`config.mk`:
```
export PLATFORM = sky130hd
export DESIGN_NAME = alu_arbiter_flat
export DESIGN_NICKNAME = d
export VERILOG_FILES = /design/src/rtl/alu_arbiter_if.sv /design/src/rtl/alu_arbiter.sv /design/src/flat_wrapper.sv
export SDC_FILE = /design/constraint.sdc
export NUM_CORES = 1
export LEC_CHECK = 0
export CORE_AREA = 2 2 235 237
export CTS_BUF_LIST = sky130_fd_sc_hd__clkbuf_8
export CTS_CLUSTER_DIAMETER = 40
export CTS_CLUSTER_SIZE = 12
export DETAILED_ROUTE_END_ITERATION = 10
export DIE_AREA = 0 0 237 239
export GPL_ROUTABILITY_DRIVEN = 1
export PLACE_DENSITY = 0.52
export SYNTH_ARGS = -nofsm -noshare
export SYNTH_HDL_FRONTEND = slang
export SYNTH_SLANG_ARGS = --single-unit
```
`constraint.sdc`:
```
create_clock -name clk_i -period 6.9 [get_ports clk_i]
set_clock_uncertainty 0.05 [all_clocks]
set_input_delay 1.725 -clock clk_i [delete_from_list [all_inputs] [get_ports clk_i]]
set_output_delay 1.725 -clock clk_i [all_outputs]
set_load 0.02 [all_outputs]
```
`src/rtl/alu_arbiter_if.sv`:
```
// Bundle of requester, response and shared-ALU signals around alu_arbiter.
// The arbiter takes the slave view; the requesters and ALU side take the master view.
interface alu_arbiter_if #(
    parameter int DATA_WIDTH    = 64,
    parameter int CONTROL_WIDTH = 5
);
    logic                     req0_valid_i;
    logic                     req0_ready_o;
    logic [CONTROL_WIDTH-1:0] req0_op_i;
    logic [DATA_WIDTH-1:0]    req0_src_1_i;
    logic [DATA_WIDTH-1:0]    req0_src_2_i;
    logic                     req1_valid_i;
    logic                     req1_ready_o;
    logic [CONTROL_WIDTH-1:0] req1_op_i;
    logic [DATA_WIDTH-1:0]    req1_src_1_i;
    logic [DATA_WIDTH-1:0]    req1_src_2_i;

    logic                     rsp0_valid_o;
    logic                     rsp0_ready_i;
    logic [DATA_WIDTH-1:0]    rsp0_result_o;
    logic [2:0]               rsp0_flags_o;
    logic                     rsp1_valid_o;
    logic                     rsp1_ready_i;
    logic [DATA_WIDTH-1:0]    rsp1_result_o;
    logic [2:0]               rsp1_flags_o;

    logic [CONTROL_WIDTH-1:0] alu_control_o;
    logic [DATA_WIDTH-1:0]    alu_src_1_o;
    logic [DATA_WIDTH-1:0]    alu_src_2_o;
    logic [DATA_WIDTH-1:0]    alu_result_i;
    logic                     zero_flag_i;
    logic                     lt_flag_i;
    logic                     ltu_flag_i;

    modport slave (
        input  req0_valid_i, req0_op_i, req0_src_1_i, req0_src_2_i,
        input  req1_valid_i, req1_op_i, req1_src_1_i, req1_src_2_i,
        output req0_ready_o, req1_ready_o,
        output rsp0_valid_o, rsp0_result_o, rsp0_flags_o,
        output rsp1_valid_o, rsp1_result_o, rsp1_flags_o,
        input  rsp0_ready_i, rsp1_ready_i,
        output alu_control_o, alu_src_1_o, alu_src_2_o,
        input  alu_result_i, zero_flag_i, lt_flag_i, ltu_flag_i
    );

    modport master (
        output req0_valid_i, req0_op_i, req0_src_1_i, req0_src_2_i,
        output req1_valid_i, req1_op_i, req1_src_1_i, req1_src_2_i,
        input  req0_ready_o, req1_ready_o,
        input  rsp0_valid_o, rsp0_result_o, rsp0_flags_o,
        input  rsp1_valid_o, rsp1_result_o, rsp1_flags_o,
        output rsp0_ready_i, rsp1_ready_i,
        input  alu_control_o, alu_src_1_o, alu_src_2_o,
        output alu_result_i, zero_flag_i, lt_flag_i, ltu_flag_i
    );
endinterface

```
`src/rtl/alu_arbiter.sv`:
```
// Round-robin sharing of one combinational ALU between two requesters,
// each with a single-entry response buffer.
module alu_arbiter #(
    parameter int DATA_WIDTH    = 64,
    parameter int CONTROL_WIDTH = 5
) (
    input  logic         clk_i,
    input  logic         arst_i,
    alu_arbiter_if.slave bus
);
    localparam logic [CONTROL_WIDTH-1:0] OP_ADD = '0;

    logic                  ptr_q, ptr_d;
    logic                  rsp0_valid_q, rsp0_valid_d;
    logic                  rsp1_valid_q, rsp1_valid_d;
    logic [DATA_WIDTH-1:0] rsp0_result_q, rsp0_result_d;
    logic [DATA_WIDTH-1:0] rsp1_result_q, rsp1_result_d;
    logic [2:0]            rsp0_flags_q, rsp0_flags_d;
    logic [2:0]            rsp1_flags_q, rsp1_flags_d;

    logic       elig0, elig1, grant0, grant1;
    logic [2:0] alu_flags;

    assign alu_flags = {bus.zero_flag_i, bus.lt_flag_i, bus.ltu_flag_i};

    // A full buffer being drained this cycle frees the slot for a new result.
    assign elig0  = bus.req0_valid_i && (!rsp0_valid_q || bus.rsp0_ready_i);
    assign elig1  = bus.req1_valid_i && (!rsp1_valid_q || bus.rsp1_ready_i);
    assign grant0 = !arst_i && elig0 && (!elig1 || !ptr_q);
    assign grant1 = !arst_i && elig1 && (!elig0 ||  ptr_q);

    assign bus.req0_ready_o  = grant0;
    assign bus.req1_ready_o  = grant1;
    assign bus.rsp0_valid_o  = rsp0_valid_q;
    assign bus.rsp1_valid_o  = rsp1_valid_q;
    assign bus.rsp0_result_o = rsp0_result_q;
    assign bus.rsp1_result_o = rsp1_result_q;
    assign bus.rsp0_flags_o  = rsp0_flags_q;
    assign bus.rsp1_flags_o  = rsp1_flags_q;

    always_comb begin
        // NOTE: every signal gets a default before any branch, so no path
        // leaves one unassigned and no latch is inferred.
        bus.alu_control_o = OP_ADD;
        bus.alu_src_1_o   = '0;
        bus.alu_src_2_o   = '0;
        if (grant0) begin
            bus.alu_control_o = bus.req0_op_i;
            bus.alu_src_1_o   = bus.req0_src_1_i;
            bus.alu_src_2_o   = bus.req0_src_2_i;
        end else if (grant1) begin
            bus.alu_control_o = bus.req1_op_i;
            bus.alu_src_1_o   = bus.req1_src_1_i;
            bus.alu_src_2_o   = bus.req1_src_2_i;
        end
    end

    always_comb begin
        ptr_d         = ptr_q;
        rsp0_valid_d  = rsp0_valid_q;
        rsp1_valid_d  = rsp1_valid_q;
        rsp0_result_d = rsp0_result_q;
        rsp1_result_d = rsp1_result_q;
        rsp0_flags_d  = rsp0_flags_q;
        rsp1_flags_d  = rsp1_flags_q;

        if (grant0)      ptr_d = 1'b1;
        else if (grant1) ptr_d = 1'b0;

        // A write on the same edge as a pop wins, keeping the buffer full.
        if (grant0) begin
            rsp0_valid_d  = 1'b1;
            rsp0_result_d = bus.alu_result_i;
            rsp0_flags_d  = alu_flags;
        end else if (rsp0_valid_q && bus.rsp0_ready_i) begin
            rsp0_valid_d  = 1'b0;
        end

        if (grant1) begin
            rsp1_valid_d  = 1'b1;
            rsp1_result_d = bus.alu_result_i;
            rsp1_flags_d  = alu_flags;
        end else if (rsp1_valid_q && bus.rsp1_ready_i) begin
            rsp1_valid_d  = 1'b0;
        end
    end

    always_ff @(posedge clk_i or posedge arst_i) begin
        // NOTE: the result buffers are reset too, because their contents are
        // visible on the response outputs and must read zero out of reset.
        if (arst_i) begin
            ptr_q         <= 1'b0;
            rsp0_valid_q  <= 1'b0;
            rsp1_valid_q  <= 1'b0;
            rsp0_result_q <= '0;
            rsp1_result_q <= '0;
            rsp0_flags_q  <= '0;
            rsp1_flags_q  <= '0;
        end else begin
            // NOTE: non-blocking assignments so every register samples the
            // pre-edge values, independent of statement order.
            ptr_q         <= ptr_d;
            rsp0_valid_q  <= rsp0_valid_d;
            rsp1_valid_q  <= rsp1_valid_d;
            rsp0_result_q <= rsp0_result_d;
            rsp1_result_q <= rsp1_result_d;
            rsp0_flags_q  <= rsp0_flags_d;
            rsp1_flags_q  <= rsp1_flags_d;
        end
    end
endmodule

```
`src/flat_wrapper.sv`:
```
// flat-port wrapper written by rule: the top's interface ports become plain ports
module alu_arbiter_flat 
#(
    parameter int DATA_WIDTH    = 64,
    parameter int CONTROL_WIDTH = 5
)
  (clk_i, arst_i, bus_req0_valid_i, bus_req0_op_i, bus_req0_src_1_i, bus_req0_src_2_i, bus_req1_valid_i, bus_req1_op_i, bus_req1_src_1_i, bus_req1_src_2_i, bus_req0_ready_o, bus_req1_ready_o, bus_rsp0_valid_o, bus_rsp0_result_o, bus_rsp0_flags_o, bus_rsp1_valid_o, bus_rsp1_result_o, bus_rsp1_flags_o, bus_rsp0_ready_i, bus_rsp1_ready_i, bus_alu_control_o, bus_alu_src_1_o, bus_alu_src_2_o, bus_alu_result_i, bus_zero_flag_i, bus_lt_flag_i, bus_ltu_flag_i);
  alu_arbiter_if #(.DATA_WIDTH(DATA_WIDTH), .CONTROL_WIDTH(CONTROL_WIDTH)) bus_i ();
  input  logic clk_i;
  input  logic arst_i;
  input wire logic [$bits(bus_i.req0_valid_i)-1:0] bus_req0_valid_i;
  input wire logic [$bits(bus_i.req0_op_i)-1:0] bus_req0_op_i;
  input wire logic [$bits(bus_i.req0_src_1_i)-1:0] bus_req0_src_1_i;
  input wire logic [$bits(bus_i.req0_src_2_i)-1:0] bus_req0_src_2_i;
  input wire logic [$bits(bus_i.req1_valid_i)-1:0] bus_req1_valid_i;
  input wire logic [$bits(bus_i.req1_op_i)-1:0] bus_req1_op_i;
  input wire logic [$bits(bus_i.req1_src_1_i)-1:0] bus_req1_src_1_i;
  input wire logic [$bits(bus_i.req1_src_2_i)-1:0] bus_req1_src_2_i;
  output wire logic [$bits(bus_i.req0_ready_o)-1:0] bus_req0_ready_o;
  output wire logic [$bits(bus_i.req1_ready_o)-1:0] bus_req1_ready_o;
  output wire logic [$bits(bus_i.rsp0_valid_o)-1:0] bus_rsp0_valid_o;
  output wire logic [$bits(bus_i.rsp0_result_o)-1:0] bus_rsp0_result_o;
  output wire logic [$bits(bus_i.rsp0_flags_o)-1:0] bus_rsp0_flags_o;
  output wire logic [$bits(bus_i.rsp1_valid_o)-1:0] bus_rsp1_valid_o;
  output wire logic [$bits(bus_i.rsp1_result_o)-1:0] bus_rsp1_result_o;
  output wire logic [$bits(bus_i.rsp1_flags_o)-1:0] bus_rsp1_flags_o;
  input wire logic [$bits(bus_i.rsp0_ready_i)-1:0] bus_rsp0_ready_i;
  input wire logic [$bits(bus_i.rsp1_ready_i)-1:0] bus_rsp1_ready_i;
  output wire logic [$bits(bus_i.alu_control_o)-1:0] bus_alu_control_o;
  output wire logic [$bits(bus_i.alu_src_1_o)-1:0] bus_alu_src_1_o;
  output wire logic [$bits(bus_i.alu_src_2_o)-1:0] bus_alu_src_2_o;
  input wire logic [$bits(bus_i.alu_result_i)-1:0] bus_alu_result_i;
  input wire logic [$bits(bus_i.zero_flag_i)-1:0] bus_zero_flag_i;
  input wire logic [$bits(bus_i.lt_flag_i)-1:0] bus_lt_flag_i;
  input wire logic [$bits(bus_i.ltu_flag_i)-1:0] bus_ltu_flag_i;
  assign bus_i.req0_valid_i = bus_req0_valid_i;
  assign bus_i.req0_op_i = bus_req0_op_i;
  assign bus_i.req0_src_1_i = bus_req0_src_1_i;
  assign bus_i.req0_src_2_i = bus_req0_src_2_i;
  assign bus_i.req1_valid_i = bus_req1_valid_i;
  assign bus_i.req1_op_i = bus_req1_op_i;
  assign bus_i.req1_src_1_i = bus_req1_src_1_i;
  assign bus_i.req1_src_2_i = bus_req1_src_2_i;
  assign bus_req0_ready_o = bus_i.req0_ready_o;
  assign bus_req1_ready_o = bus_i.req1_ready_o;
  assign bus_rsp0_valid_o = bus_i.rsp0_valid_o;
  assign bus_rsp0_result_o = bus_i.rsp0_result_o;
  assign bus_rsp0_flags_o = bus_i.rsp0_flags_o;
  assign bus_rsp1_valid_o = bus_i.rsp1_valid_o;
  assign bus_rsp1_result_o = bus_i.rsp1_result_o;
  assign bus_rsp1_flags_o = bus_i.rsp1_flags_o;
  assign bus_i.rsp0_ready_i = bus_rsp0_ready_i;
  assign bus_i.rsp1_ready_i = bus_rsp1_ready_i;
  assign bus_alu_control_o = bus_i.alu_control_o;
  assign bus_alu_src_1_o = bus_i.alu_src_1_o;
  assign bus_alu_src_2_o = bus_i.alu_src_2_o;
  assign bus_i.alu_result_i = bus_alu_result_i;
  assign bus_i.zero_flag_i = bus_zero_flag_i;
  assign bus_i.lt_flag_i = bus_lt_flag_i;
  assign bus_i.ltu_flag_i = bus_ltu_flag_i;
  alu_arbiter #(.DATA_WIDTH(DATA_WIDTH), .CONTROL_WIDTH(CONTROL_WIDTH)) u_core (.clk_i(clk_i), .arst_i(arst_i), .bus(bus_i));
endmodule
```
# Word-level counts from Yosys, hierarchy flattened
# Index checks and enable logic that the tools add are counted.
# classes
n_mux	12
reduce_logical	21
# op_table
operator	n
two-way mux 64 bit	4
two-way mux 5 bit	2
logical AND 1 bit	8
logical NOT 1 bit	6
two-way mux 1 bit	6
nonzero test 2 bit	3
logical OR 1 bit	4
# word_totals
reg_bits	137
in_bits	339
word_cells	40

# Logic depth before layout (Yosys ltp)
# depth
word_depth	8
mapped_depth	7

# Worst setup path before layout
# OpenSTA, ideal clock, no wires.
# synth_timing
path_type	input-to-output
from	input port bus_req0_valid_i
to	output port bus_alu_src_2_o[17]
arrival_ns	2.881
required_time_ns	5.125
slack_ns	2.244
cell_stages	7
n_path_buf	4
path_cell_list	buf_2 > nand2b_1 > buf_2 > buf_2 > buf_1 > o2111ai_1 > nand2_1
# synth_between
elab_chain_cells	6
word_cells_on_any_way	8
classes_between	mux: 2; reduce/logical: 6
# synth_lines
item	line	source
from (decl)	flat_wrapper.sv:11	input wire logic [$bits(bus_i.req0_valid_i)-1:0] bus_req0_valid_i;
logical AND 1 bit *	alu_arbiter.sv:27	assign elig0 = bus.req0_valid_i && (!rsp0_valid_q || bus.rsp0_ready_i);
logical NOT 1 bit	alu_arbiter.sv:30	assign grant1 = !arst_i && elig1 && (!elig0 || ptr_q);
logical OR 1 bit	alu_arbiter.sv:30	
logical AND 1 bit	alu_arbiter.sv:30	
two-way mux 64 bit	alu_arbiter.sv:51	end else if (grant1) begin
two-way mux 64 bit *	alu_arbiter.sv:47	if (grant0) begin
to (decl)	flat_wrapper.sv:31	output wire logic [$bits(bus_i.alu_src_2_o)-1:0] bus_alu_src_2_o;
# Every way passes the cells marked *; elsewhere a longest branch is shown, timed or not.

# Worst setup path in the final report
# layout_timing
from	input port bus_rsp1_ready_i
to	output port bus_alu_src_1_o[4]
# layout_between
elab_chain_cells	6
word_cells_on_any_way	9
classes_between	mux: 2; reduce/logical: 7
# layout_lines
item	line	source
from (decl)	flat_wrapper.sv:28	input wire logic [$bits(bus_i.rsp1_ready_i)-1:0] bus_rsp1_ready_i;
logical OR 1 bit *	alu_arbiter.sv:28	assign elig1 = bus.req1_valid_i && (!rsp1_valid_q || bus.rsp1_ready_i);
logical AND 1 bit *	alu_arbiter.sv:28	
logical AND 1 bit or logical NOT 1 bit (tied branches)	alu_arbiter.sv:30, alu_arbiter.sv:29	
logical AND 1 bit or logical OR 1 bit (tied branches)	alu_arbiter.sv:30, alu_arbiter.sv:29	
two-way mux 64 bit or logical AND 1 bit (tied branches)	alu_arbiter.sv:51, alu_arbiter.sv:29	
two-way mux 64 bit *	alu_arbiter.sv:47	
to (decl)	flat_wrapper.sv:30	output wire logic [$bits(bus_i.alu_src_1_o)-1:0] bus_alu_src_1_o;
# Marks and branches as above.

==> impl_results.rst <==
.. list-table::
   :header-rows: 1

   * - Metric
     - Value
   * - Flip-flop and latch count after synthesis
     - 137
   * - Row cnt
     - 86
   * - Max rail drop VDD
     - between 200 and 300 uV
   * - Proportion of layout cells with a drive suffix above 1
     - ~13%
   * - Largest fanout on the critical path
     - 61
   * - Cells on Worst Hold Path
     - 1
   * - GRT overflow
     - 0
   * - Count of final setup violators
     - 0
   * - Die area
     - approximately 57,000 um2
   * - I/O Buffers
     - 609
   * - Crit path largest cell delay
     - 710 ps
   * - Die Width
     - between 200 and 250 um
   * - Slew at the pin closest to its max-slew limit
     - 1070 ps
   * - Most area-hungry cell type in the Yosys netlist
     - sky130_fd_sc_hd__dfrtp_1
   * - Post-route DRC
     - 0
   * - Average cell area after synthesis
     - around 9.2 um2
   * - Final estimated routing congestion in global placement
     - 0.8226
   * - Via count of the first global-routing pass
     - between 10k and 15k
   * - Number of placed I/O pins
     - about 600
   * - Synth unique cells
     - 20
   * - PwrDens
     - ~220 nW/um2
   * - Number of synthesis warnings
     - 0
   * - Vertical die dimension
     - between 200 and 250 um
   * - Number of antenna violations at the first check in global routing
     - 8
   * - Total number of clock tree sinks
     - around 140
   * - Pin count of the biggest net entering global routing
     - roughly 140
   * - Post_cts resized
     - 0
   * - Main area contributors after synthesis
     - sky130_fd_sc_hd__dfrtp_1 (33%), sky130_fd_sc_hd__o2111ai_1 (23%), sky130_fd_sc_hd__nor2b_1 (16%)
   * - Cell with the biggest individual delay on the critical path
     - sky130_fd_sc_hd__nor2b_4
   * - TritonCTS clock tree
     - yes
   * - Post-route total power
     - 0.003811 W
   * - Global-route usage over all layers
     - ~17%
   * - Violation count after the first detailed-routing iteration
     - 571
   * - Area added between synthesis and finish
     - 68.43%
   * - Level count of the clock H-tree
     - 4
   * - Non-filler cells, final
     - approximately 2.3k
   * - Routed wirelength normalized by instance count
     - 21.20 um
   * - Setup TNS
     - 0 ps
   * - Via count of the routed design
     - 11.19k
   * - Placeable core region
     - 54,340 um2
   * - Crit start category
     - input port
   * - Worst Reg2Reg Path Length in Cells
     - 6
   * - Final hold violation count
     - 0
   * - Worst setup path category
     - in -> out
   * - Critical path data required time
     - between 5000 and 6000 ps
   * - Post-route minimum period
     - around 6000 ps
   * - Buffer type at the clock tree root
     - sky130_fd_sc_hd__clkbuf_8
   * - DR vias/cell
     - 4.802
   * - Cell count after synthesis
     - 1,116
   * - First-pass DRT Iterations
     - 4
   * - Post-CTS repair timing setup buffer count
     - 0
   * - Antenna viol nets, final
     - 0
   * - CTS clock-pin slew for the worst setup and hold paths
     - roughly 90 ps
   * - Post-CTS Hold Fix Bufs
     - 0
   * - Area fraction of the dominant cell type after synthesis
     - 33.26%
   * - Deepest clock path buffer count
     - 2
   * - Post-Syn Area
     - between 10,000 and 15,000 um2
   * - Crit path DAT
     - 4220 ps
   * - Wire length of the first global-routing pass
     - 72,920 um
   * - Routed wire length
     - between 40,000 and 50,000 um
   * - Number of violations of the max-capacitance limit
     - 0
   * - Synthesized Nets
     - roughly 1.5k
   * - Run status
     - complete, no violations
   * - Achievable Freq
     - between 150 and 200 MHz
   * - Unrepaired setup endpoints after global routing
     - false
   * - Worst slew margin relative to its limit
     - 28.65%
   * - Detailed placer's ending HPWL
     - ~34,000 um
   * - Share of the clock period used by the worst path
     - between 80% and 90%
   * - Capturing element type of the critical path
     - primary output
   * - Number of fill cells
     - between 5k and 6k
   * - Fin util
     - around a third
   * - Most repeated library cell on the critical path
     - sky130_fd_sc_hd__clkdlybuf4s50_1
   * - Fin nets
     - a little under 2k
   * - Number of buffers created by CTS
     - 17
   * - Effective utilization at floorplan
     - between 10% and 20%
   * - Sequential fraction of the synthesis area
     - between 30 and 40%
   * - List of cells traversed by the critical path
     - clkdlybuf4s50_1 -> nor2b_4 -> buf_12 -> o2111ai_1 -> nand2_1 -> clkdlybuf4s50_1
   * - Clock insertion delay at the later pin of the skew report
     - between 400 and 500 ps
   * - Leakage
     - 6.665 nW
   * - Cell count after placement
     - roughly 2.3k
   * - Worst min-delay path class
     - reg -> reg
   * - Total count of max-transition violations in the final report
     - 0
## synthesized netlist by cell type
library cell	count
sky130_fd_sc_hd__a21oi_1	1
sky130_fd_sc_hd__a31oi_1	1
sky130_fd_sc_hd__and2b_1	2
sky130_fd_sc_hd__buf_1	35
sky130_fd_sc_hd__buf_2	13
sky130_fd_sc_hd__buf_4	10
sky130_fd_sc_hd__buf_6	3
sky130_fd_sc_hd__buf_8	1
sky130_fd_sc_hd__clkbuf_1	101
sky130_fd_sc_hd__dfrtp_1	137
sky130_fd_sc_hd__inv_1	3
sky130_fd_sc_hd__mux2_2	118
sky130_fd_sc_hd__mux2_4	16
sky130_fd_sc_hd__nand2_1	135
sky130_fd_sc_hd__nand2_2	1
sky130_fd_sc_hd__nand2b_1	3
sky130_fd_sc_hd__nor2b_1	268
sky130_fd_sc_hd__o2111ai_1	266
sky130_fd_sc_hd__o211ai_2	1
sky130_fd_sc_hd__o211ai_4	1
## cells by family after synthesis
group | Yosys count | synth area share [%]
flip-flops | 137 | 33.26
multiplexers | 134 | 15.22
buffers and inverters | 166 | 6.896
AND/OR/NAND/NOR | 409 | 21.57
AO/OA/AOI/OAI | 270 | 23.04
## final cells by class
class | instances | area, um2 | area share [%]
repair buffers | 637 | 6405 | 36.90
multi-input cells | 813 | 6218 | 35.82
flip-flops and latches | 137 | 3428 | 19.75
well taps | 704 | 880.8 | 5.074
clock buffers | 17 | 234.0 | 1.348
clock inverters | 15 | 166.4 | 0.9586
inverters | 3 | 16.27 | 0.09370
diodes | 4 | 10.01 | 0.05766
## state kept, by name, summed over array words and instances, names as in the netlist
register and cells:
u_core.bus.rsp0_result_o 64, u_core.bus.rsp1_result_o 64, u_core.bus.rsp0_flags_o 3, u_core.bus.rsp1_flags_o 3
u_core.bus.rsp0_valid_o 1, u_core.bus.rsp1_valid_o 1, u_core.ptr_q 1
## cells in the final DEF, fill, tap and decap left out
| cell type | count |
|---|---|
| sky130_fd_sc_hd__inv_1 | 3 |
| sky130_fd_sc_hd__o2111ai_1 | 266 |
| sky130_fd_sc_hd__clkinv_4 | 3 |
| sky130_fd_sc_hd__a31oi_1 | 1 |
| sky130_fd_sc_hd__nand2_4 | 1 |
| sky130_fd_sc_hd__inv_8 | 1 |
| sky130_fd_sc_hd__clkbuf_8 | 18 |
| sky130_fd_sc_hd__nand2b_4 | 3 |
| sky130_fd_sc_hd__a21oi_1 | 1 |
| sky130_fd_sc_hd__mux2_4 | 16 |
| sky130_fd_sc_hd__buf_4 | 22 |
| sky130_fd_sc_hd__inv_6 | 5 |
| sky130_fd_sc_hd__o211ai_4 | 2 |
| sky130_fd_sc_hd__mux2_2 | 118 |
| sky130_fd_sc_hd__buf_12 | 8 |
| sky130_fd_sc_hd__clkinvlp_4 | 4 |
| sky130_fd_sc_hd__dfrtp_1 | 137 |
| sky130_fd_sc_hd__and2b_1 | 2 |
| sky130_fd_sc_hd__nor2b_4 | 2 |
| sky130_fd_sc_hd__bufinv_16 | 2 |
| sky130_fd_sc_hd__nand2_1 | 135 |
| sky130_fd_sc_hd__clkdlybuf4s50_1 | 606 |
| sky130_fd_sc_hd__nor2b_1 | 266 |
| sky130_fd_sc_hd__diode_2 | 4 |
## layer usage
layer,global-route usage [%],share of wire (%),vias to the layer above
met5,0,0.10,-
met3,5.231,8.1,59
met2,28.14,49,452
met4,4.814,2.1,8
met1,20.16,41,5498
li1,-,-,5171
## worst max-delay path: cells and delay by family
kind                   cells  cell delay, ps
buffers and inverters      3            1480
and+or+nand+nor            2             820
AOI/OAI and AO/OA          1             170
## power by group
| group | internal [W] | switching (W) | leakage [nW] |
|---|---|---|---|
| registers | 0.00103 | 0.000126 | 1.61 |
| logic | 0.000974 | 0.00100 | 4.86 |
| clock network | 0.000328 | 0.000351 | 0.193 |
| total | 0.00233 | 0.00148 | 6.67 |
## metrics by stage
step,setup slack (ps),hold slack [ps],area [um2]
2_1_floorplan,911.0,433.1,10310
6_report,901.7,457.9,17360
3_3_place_gp,868.9,436.2,16950
5_1_grt,740.3,468.3,17360
3_5_place_dp,854.9,442.3,16950
4_1_cts,849.8,461.3,17350
## path summary, 6_finish.rpt
path	start	to	slack [ps]
max	bus_rsp1_ready_i	bus_alu_src_1_o[4]	900
min	u_core.bus.rsp1_result_o[20]	u_core.bus.rsp1_result_o[20]	460
max reg2reg	u_core.ptr_q	u_core.bus.rsp1_result_o[43]	4080
min reg2reg	u_core.bus.rsp1_result_o[20]	u_core.bus.rsp1_result_o[20]	460
max in group asynchronous	arst_i	u_core.bus.rsp1_result_o[40]	3670
min in group asynchronous	arst_i	u_core.bus.rsp0_valid_o	1920
Power figures use the tool's default switching activity.
